$ cat src/rtl/id_ex_stage.sv
// ID/EX pipeline register: bubble insertion, operand forwarding and freeze snapshots.
// Optional load-use interlock is built only when IDEX_LOADUSE_EN is defined.
module id_ex_stage #(
  parameter int WIDTH = 32,
  parameter int CTRLW = 8
) (
  input  logic             clk,
  input  logic             reset,
  input  logic             freeze,
  input  logic             flush,
  input  logic             id_valid,
  input  logic [4:0]       id_rs_addr,
  input  logic [4:0]       id_rt_addr,
  input  logic [4:0]       id_rd_addr,
  input  logic [WIDTH-1:0] id_rs_data,
  input  logic [WIDTH-1:0] id_rt_data,
  input  logic [WIDTH-1:0] id_imm,
  input  logic             id_regwrite,
  input  logic             id_memread,
  input  logic [CTRLW-1:0] id_ctrl,
  input  logic [1:0]       bp_rs_sel,
  input  logic [1:0]       bp_rt_sel,
  input  logic [WIDTH-1:0] mem_result,
  input  logic [WIDTH-1:0] wb_result,
  output logic             id_stall,
  output logic             ex_valid,
  output logic             ex_regwrite,
  output logic             ex_memread,
  output logic [4:0]       ex_rs_addr,
  output logic [4:0]       ex_rt_addr,
  output logic [4:0]       ex_rd_addr,
  output logic [CTRLW-1:0] ex_ctrl,
  output logic [WIDTH-1:0] ex_imm,
  output logic [WIDTH-1:0] ex_op_a,
  output logic [WIDTH-1:0] ex_op_b
);

  typedef struct packed {
    logic             valid;
    logic             regwrite;
    logic             memread;
    logic [4:0]       rs_addr;
    logic [4:0]       rt_addr;
    logic [4:0]       rd_addr;
    logic [CTRLW-1:0] ctrl;
    logic [WIDTH-1:0] imm;
    logic [WIDTH-1:0] rs_data;
    logic [WIDTH-1:0] rt_data;
  } ex_regs_t;

  ex_regs_t         ex_d, ex_q;
  logic             captured_d, captured_q;
  logic [WIDTH-1:0] snap_a_d, snap_a_q;
  logic [WIDTH-1:0] snap_b_d, snap_b_q;
  logic [WIDTH-1:0] fwd_a, fwd_b;

  // Select 11 is unused by the bypass controller and falls back to the register copy.
  function automatic logic [WIDTH-1:0] bypass_mux(input logic [1:0]       sel,
                                                  input logic [WIDTH-1:0] reg_val,
                                                  input logic [WIDTH-1:0] mem_val,
                                                  input logic [WIDTH-1:0] wb_val);
    case (sel)
      2'b01:   return mem_val;
      2'b10:   return wb_val;
      default: return reg_val;
    endcase
  endfunction

  // Forwarded operands; a captured snapshot overrides the live bypass paths.
  always_comb begin
    fwd_a = bypass_mux(bp_rs_sel, ex_q.rs_data, mem_result, wb_result);
    fwd_b = bypass_mux(bp_rt_sel, ex_q.rt_data, mem_result, wb_result);
    if (captured_q) begin
      ex_op_a = snap_a_q;
      ex_op_b = snap_b_q;
    end else begin
      ex_op_a = fwd_a;
      ex_op_b = fwd_b;
    end
  end

`ifdef IDEX_LOADUSE_EN
  // A flush squashes the dependent instruction, so no stall is needed alongside it.
  always_comb begin
    id_stall = ex_q.valid & ex_q.memread & (ex_q.rd_addr != 5'd0) & id_valid & ~flush &
               ((ex_q.rd_addr == id_rs_addr) | (ex_q.rd_addr == id_rt_addr));
  end
`else
  assign id_stall = 1'b0;
`endif

  // Next-state: hold and snapshot on freeze, bubble on flush/stall/invalid, else load ID.
  always_comb begin
    ex_d       = ex_q;
    captured_d = captured_q;
    snap_a_d   = snap_a_q;
    snap_b_d   = snap_b_q;
    if (freeze) begin
      if (!captured_q) begin
        snap_a_d   = fwd_a;
        snap_b_d   = fwd_b;
        captured_d = 1'b1;
      end else begin
        captured_d = 1'b1;
      end
    end else begin
      captured_d = 1'b0;
      if (flush || id_stall || !id_valid) begin
        ex_d = '0;
      end else begin
        ex_d.valid    = 1'b1;
        ex_d.regwrite = id_regwrite;
        ex_d.memread  = id_memread;
        ex_d.rs_addr  = id_rs_addr;
        ex_d.rt_addr  = id_rt_addr;
        ex_d.rd_addr  = id_rd_addr;
        ex_d.ctrl     = id_ctrl;
        ex_d.imm      = id_imm;
        ex_d.rs_data  = id_rs_data;
        ex_d.rt_data  = id_rt_data;
      end
    end
  end

  always_ff @(posedge clk) begin
    if (reset) begin
      ex_q       <= '0;
      captured_q <= 1'b0;
      snap_a_q   <= '0;
      snap_b_q   <= '0;
    end else begin
      ex_q       <= ex_d;
      captured_q <= captured_d;
      snap_a_q   <= snap_a_d;
      snap_b_q   <= snap_b_d;
    end
  end

  assign ex_valid    = ex_q.valid;
  assign ex_regwrite = ex_q.regwrite;
  assign ex_memread  = ex_q.memread;
  assign ex_rs_addr  = ex_q.rs_addr;
  assign ex_rt_addr  = ex_q.rt_addr;
  assign ex_rd_addr  = ex_q.rd_addr;
  assign ex_ctrl     = ex_q.ctrl;
  assign ex_imm      = ex_q.imm;

endmodule

$ cat config.mk
export PLATFORM = sky130hd
export DESIGN_NAME = id_ex_stage
export DESIGN_NICKNAME = d
export VERILOG_FILES = /design/src/rtl/id_ex_stage.sv
export SDC_FILE = /design/constraint.sdc
export NUM_CORES = 1
export LEC_CHECK = 0
export CAP_MARGIN = 20
export CORE_AREA = 2 2 141 143
export CTS_CLUSTER_DIAMETER = 30
export DETAILED_ROUTE_END_ITERATION = 10
export DIE_AREA = 0 0 143 145
export GPL_TIMING_DRIVEN = 1
export PLACE_DENSITY = 0.8
export SYNTH_ARGS = -nofsm -noshare
export SYNTH_HDL_FRONTEND = slang
export SYNTH_SLANG_ARGS = --single-unit
$ cat constraint.sdc
create_clock -name clk -period 1.6 [get_ports clk]
set_input_delay 0.16 -clock clk [delete_from_list [all_inputs] [get_ports clk]]
set_output_delay 0.16 -clock clk [all_outputs]
set_load 0.02 [all_outputs]
# Word level (Yosys, flattened, before mapping)
# Index checks and enable logic that the tools add are counted.
totals:
  input_bits: 194
  out_inout_bits: 123
  elab_cells: 25
  n_memories: 0
  latch_bits: 0
  rom_bits: 0
  regBits: 187
  ramBits: 0
op_classes:
  n_lt_le_gt_ge: 0
  n_bitwise: 0
  shift: 0
  n_mux: 6
  reduce_logical: 2
  n_addsub: 0
  n_eq_ne: 4
  multipliers: 0
  div_mod_pow: 0
ops:
  columns: ["operator", "n"]
  rows:
  - ["case mux 32 bit (2 select lines)", 2]
  - ["2-to-1 mux 122 bit", 1]
  - ["2-to-1 mux 32 bit", 2]
  - ["equality test 2 x 1 -> 1 bit (second input constant)", 2]
  - ["equality test 2 bit (second input constant)", 2]
  - ["zero test 1 bit", 1]
  - ["logical OR 1 bit", 1]
  - ["2-to-1 mux 1 bit", 1]

# Depth between registers and ports, before layout
depth:
  ltp_word: 3
  depth_mapped: 7
  mapped_depth_nobuf: 5

# Least setup slack after synthesis
# No wires, ideal clock.
synth_path:
  path_kind: "input to output"
  startpoint: "input port bp_rs_sel[0]"
  endpoint: "output port ex_op_a[29]"
  n_path_buf: 2
  path_stages: 7
  slack_ps: -128
  arrival_time_ps: 1568
  t_required_ps: 1440
  cell_sequence: "inv_1 > ha_1 > buf_2 > clkbuf_1 > a221o_1 > nand2_1 > o21ai_0"
synth_via:
  elab_chain_cells: 3
  word_cells_on_any_way: 4
  cone_classes: "eq/ne: 2; mux: 2"
synth_rtl:
  columns: ["element", "line", "text"]
  rows:
  - ["start: declaration", "21", "input logic [1:0] bp_rs_sel,"]
  - ["equality test 2 bit / equality test 2 x 1 -> 1 bit (equally long branches)", "62", "case (sel)"]
  - ["case mux 32 bit (2 select lines) (*)", "62", null]
  - ["2-to-1 mux 32 bit (*)", "73", "if (captured_q) begin"]
  - ["end: declaration", "34", "output logic [WIDTH-1:0] ex_op_a,"]
# Every way passes the cells marked *; elsewhere a longest branch is shown, timed or not.

# Worst setup path after layout
layout_path:
  startpoint: "register captured_q"
  endpoint: "output port ex_op_b[16]"
layout_via:
  elab_chain_cells: 1
layout_rtl:
  columns: ["element", "line", "text"]
  rows:
  - ["start: declaration", "52", "logic captured_d, captured_q;"]
  - ["start signal: assignment", "133", "captured_q <= captured_d;"]
  - ["2-to-1 mux 32 bit", "73", null]
  - ["end: declaration", "35", "output logic [WIDTH-1:0] ex_op_b"]
# Every way passes these cells.

==> impl_results.md <==
- Status: finished with violations
- Violated checks: negative setup slack
- DRT Pass-1 Iters: 6
- F_max: 0.569 GHz
- Clk root buf: clkbuf_16
- Post-synthesis sequential area ratio: 44.1%
- Hold path cells: 3
- Min-delay src: reset
- Warnings, synthesis: 0
- Final-report setup violation count: 26
- Fin cells: 1573
- Setup Skew: 11.7 ps
- First-pass GRT wire length: 45.8 mm
- Die width: 143 um
- Top Usage Layer GRT: met2
- Initial antenna violation count: 1
- DR iter-0 viols: 946
- Max Slew Vio Count: 0
- CTS tree: built
- Reg-to-reg endpoint: snap_b_q[16]
- Share of post-route cells with drive strength above 1: 26.6%
- Wire per inst: 21.1 um
- Post-Syn Area: 8480 um2
- Crit path capture type: output pin
- RSZ-0062 raised after global routing: true
- R2r startpoint: captured_q
- Post-Syn Nets: 1176
- Fin crit period: 1760 ps
- Crit path DAT: 1600 ps
- Site Rows: 51
- Crit-path cells: buf_12, buf_12, nand2_1, o21ai_1, buf_4
- Final Hold Vio Count: 0
- Most frequent cells in the layout: clkdlybuf4s50_1, dfxtp_1, nand2_1
- Clk buf depth: 2
- Pin count of the biggest net entering global routing: 65
- Dpl hpwl: 20.3 mm
- CP max-delay cell: dfxtp_4
- IO Count: 317
- Die height: 145 um
- Max incr delay on CP: 400 ps
- Total number of vias: 9192
- TNS Setup: -893 ps
- DRC violations left: 0
- H-tree depth: 4
- Worst hold path class: input pin to flop
- PortBufs: 315
- Placer Congestion: 0.910
- Clk pin slew, worst setup/hold paths: 70 ps
- Nets: 1492
- Slew HR: 46.5%
- Met3 global-route usage: 6.93%
- Worst slew pin tran: 802 ps
- Core area: 19200 um2
- DR vias/cell: 5.84
- Leading cell type in the layout, fill and taps excluded: clkdlybuf4s50_1
- LEAKAGE: 5.99 nW
- TritonCTS Buffers: 17
- Sink Count: 187
- R2R Setup Slk: -10 ps
- GR Overflow Total: 0
- Seq cells post-synth: 187
- Crit Path Max Fanout: 18
- Clock Latency Late Sink: 440 ps
- VDD IR-drop max: 0.000725 V
- Setup slack after layout: -159 ps
- Detailed-route wire length: 33.2 mm
- Post-CTS Hold Buffers: 0
- Fin crit share: 110%
- Routed Antenna Nets: 0
- Class of the most critical setup path: flop to output pin
- Global router's overall resource usage: 28.1%
- Vias in the first global route: 8424
- Netlist cell types: 19
- Met1 Use GR: 36.3%
- WP data required: 1440 ps
- P&R area growth vs syn: 67.3%
- Die area: 20700 um2
- Inst Count DP: 1501
- Startpoint types: flop
- Max-cap violations: 0
- M2 GR Usage: 44.4%
- Reg2Reg Depth: 6
- Worst Hold Slack: 225 ps
- Initial Util: 44.1%
- Worst path most repeated cell: buf_12
- Worst Hold Endpoint: captured_q
- Synth Instances: 978
- PD cells: 914 nW/um2
- Avg Inst Size Synth: 8.67 um2
[registers in the layout, indices dropped and copies added, names as in the netlist]
| signal | cells |
|---|---|
| ex_q | 64 |
| ex_imm | 32 |
| snap_a_q | 32 |
| snap_b_q | 32 |
| ex_ctrl | 8 |
| ex_rd_addr | 5 |
| ex_rs_addr | 5 |
| ex_rt_addr | 5 |
| captured_q | 1 |
| ex_memread | 1 |
| ex_regwrite | 1 |
| ex_valid | 1 |
[routing by layer]
layer  part of all wire [%]  wire (um)
met1                     39      12800
met2                     47      15500
met3                     10       3340
met4                    4.6       1530
met5                      0          0
[cells in the mapped netlist]
| cell type | count | area (um2) |
|---|---|---|
| nand2_1 | 192 | 721 |
| buf_6 | 8 | 90.1 |
| a22o_1 | 121 | 1060 |
| conb_1 | 1 | 3.75 |
| ha_1 | 4 | 50.1 |
| nand3_1 | 64 | 320 |
| a21o_1 | 1 | 7.51 |
| nand2b_1 | 65 | 407 |
| nor2b_1 | 2 | 12.5 |
| clkbuf_1 | 49 | 184 |
| a221o_1 | 64 | 641 |
| buf_1 | 7 | 26.3 |
| inv_1 | 4 | 15.0 |
| buf_4 | 57 | 428 |
| buf_2 | 23 | 115 |
| a21oi_1 | 64 | 320 |
| nor4b_2 | 1 | 15.0 |
| dfxtp_1 | 187 | 3740 |
| o21ai_0 | 64 | 320 |
[per-stage QoR]
stage	instance area, um2	util [%]	power, W	worst slack (ps)
after CTS	13000	67.7	0.0124	-76.2
final	14200	73.9	0.0130	-159
after global routing	14200	73.8	0.0134	-173
after global placement	12100	62.9	0.00790	-909
after floorplan	8480	-	0.00639	23.0
after detailed placement	12100	62.9	0.00794	-914
[critical path, delay by kind of cell (launching register included)]
family,cells,cell delay [ps]
AOI/OAI and AO/OA,1,160
DFF,1,400
buffers and inverters,3,480
and+or+nand+nor,1,110
[logic make-up after synthesis]
| family | Yosys count | synth area share [%] |
|---|---|---|
| AO/OA/AOI/OAI | 314 | 27.7 |
| adder cells (fa/ha/maj) | 4 | 0.590 |
| buffers and inverters | 148 | 10.1 |
| flip-flops | 187 | 44.1 |
| other | 1 | 0.0442 |
| AND/OR/NAND/NOR | 324 | 17.4 |
[final cells by class]
type	instances	area, um2
well taps	265	332
fillers	1284	5020
clock buffers	17	425
clock inverters	15	180
inverters	4	20.0
multi-input cells	643	4610
diodes	1	2.50
flip-flops and latches	187	3750
repair buffers	441	4870
[report_power, final]
group          total [W]  internal [W]  switching, W
Clock            0.00433       0.00224       0.00208
Sequential       0.00494       0.00483      0.000116
Combinational    0.00370       0.00191       0.00180
Total             0.0130       0.00898       0.00400
[what timing repair did]
item / 4_1_cts / 5_1_grt
pin swaps: 16 / 46
resized for setup: 349 / 211
endpoints found under the hold margin: 0 / 0
setup endpoints to repair: 67 / 77
cloned: 6 / 12
setup buffers: 10 / 11
[how the worst max path moves through the flow]
| stage | startpoint | endpoint | slack (ps) | cells past startpoint |
|---|---|---|---|---|
| after floorplan | bp_rs_sel[0] | ex_op_a[29] | 20 | 7 |
| after global placement | bp_rs_sel[0] | ex_op_a[21] | -910 | 9 |
| after detailed placement | bp_rs_sel[0] | ex_op_a[21] | -910 | 9 |
| after CTS | bp_rs_sel[0] | ex_op_a[17] | -80 | 10 |
| after global routing | captured_q | ex_op_b[16] | -170 | 5 |
| final | captured_q | ex_op_b[16] | -160 | 5 |
(Power assumes the default switching activity.)
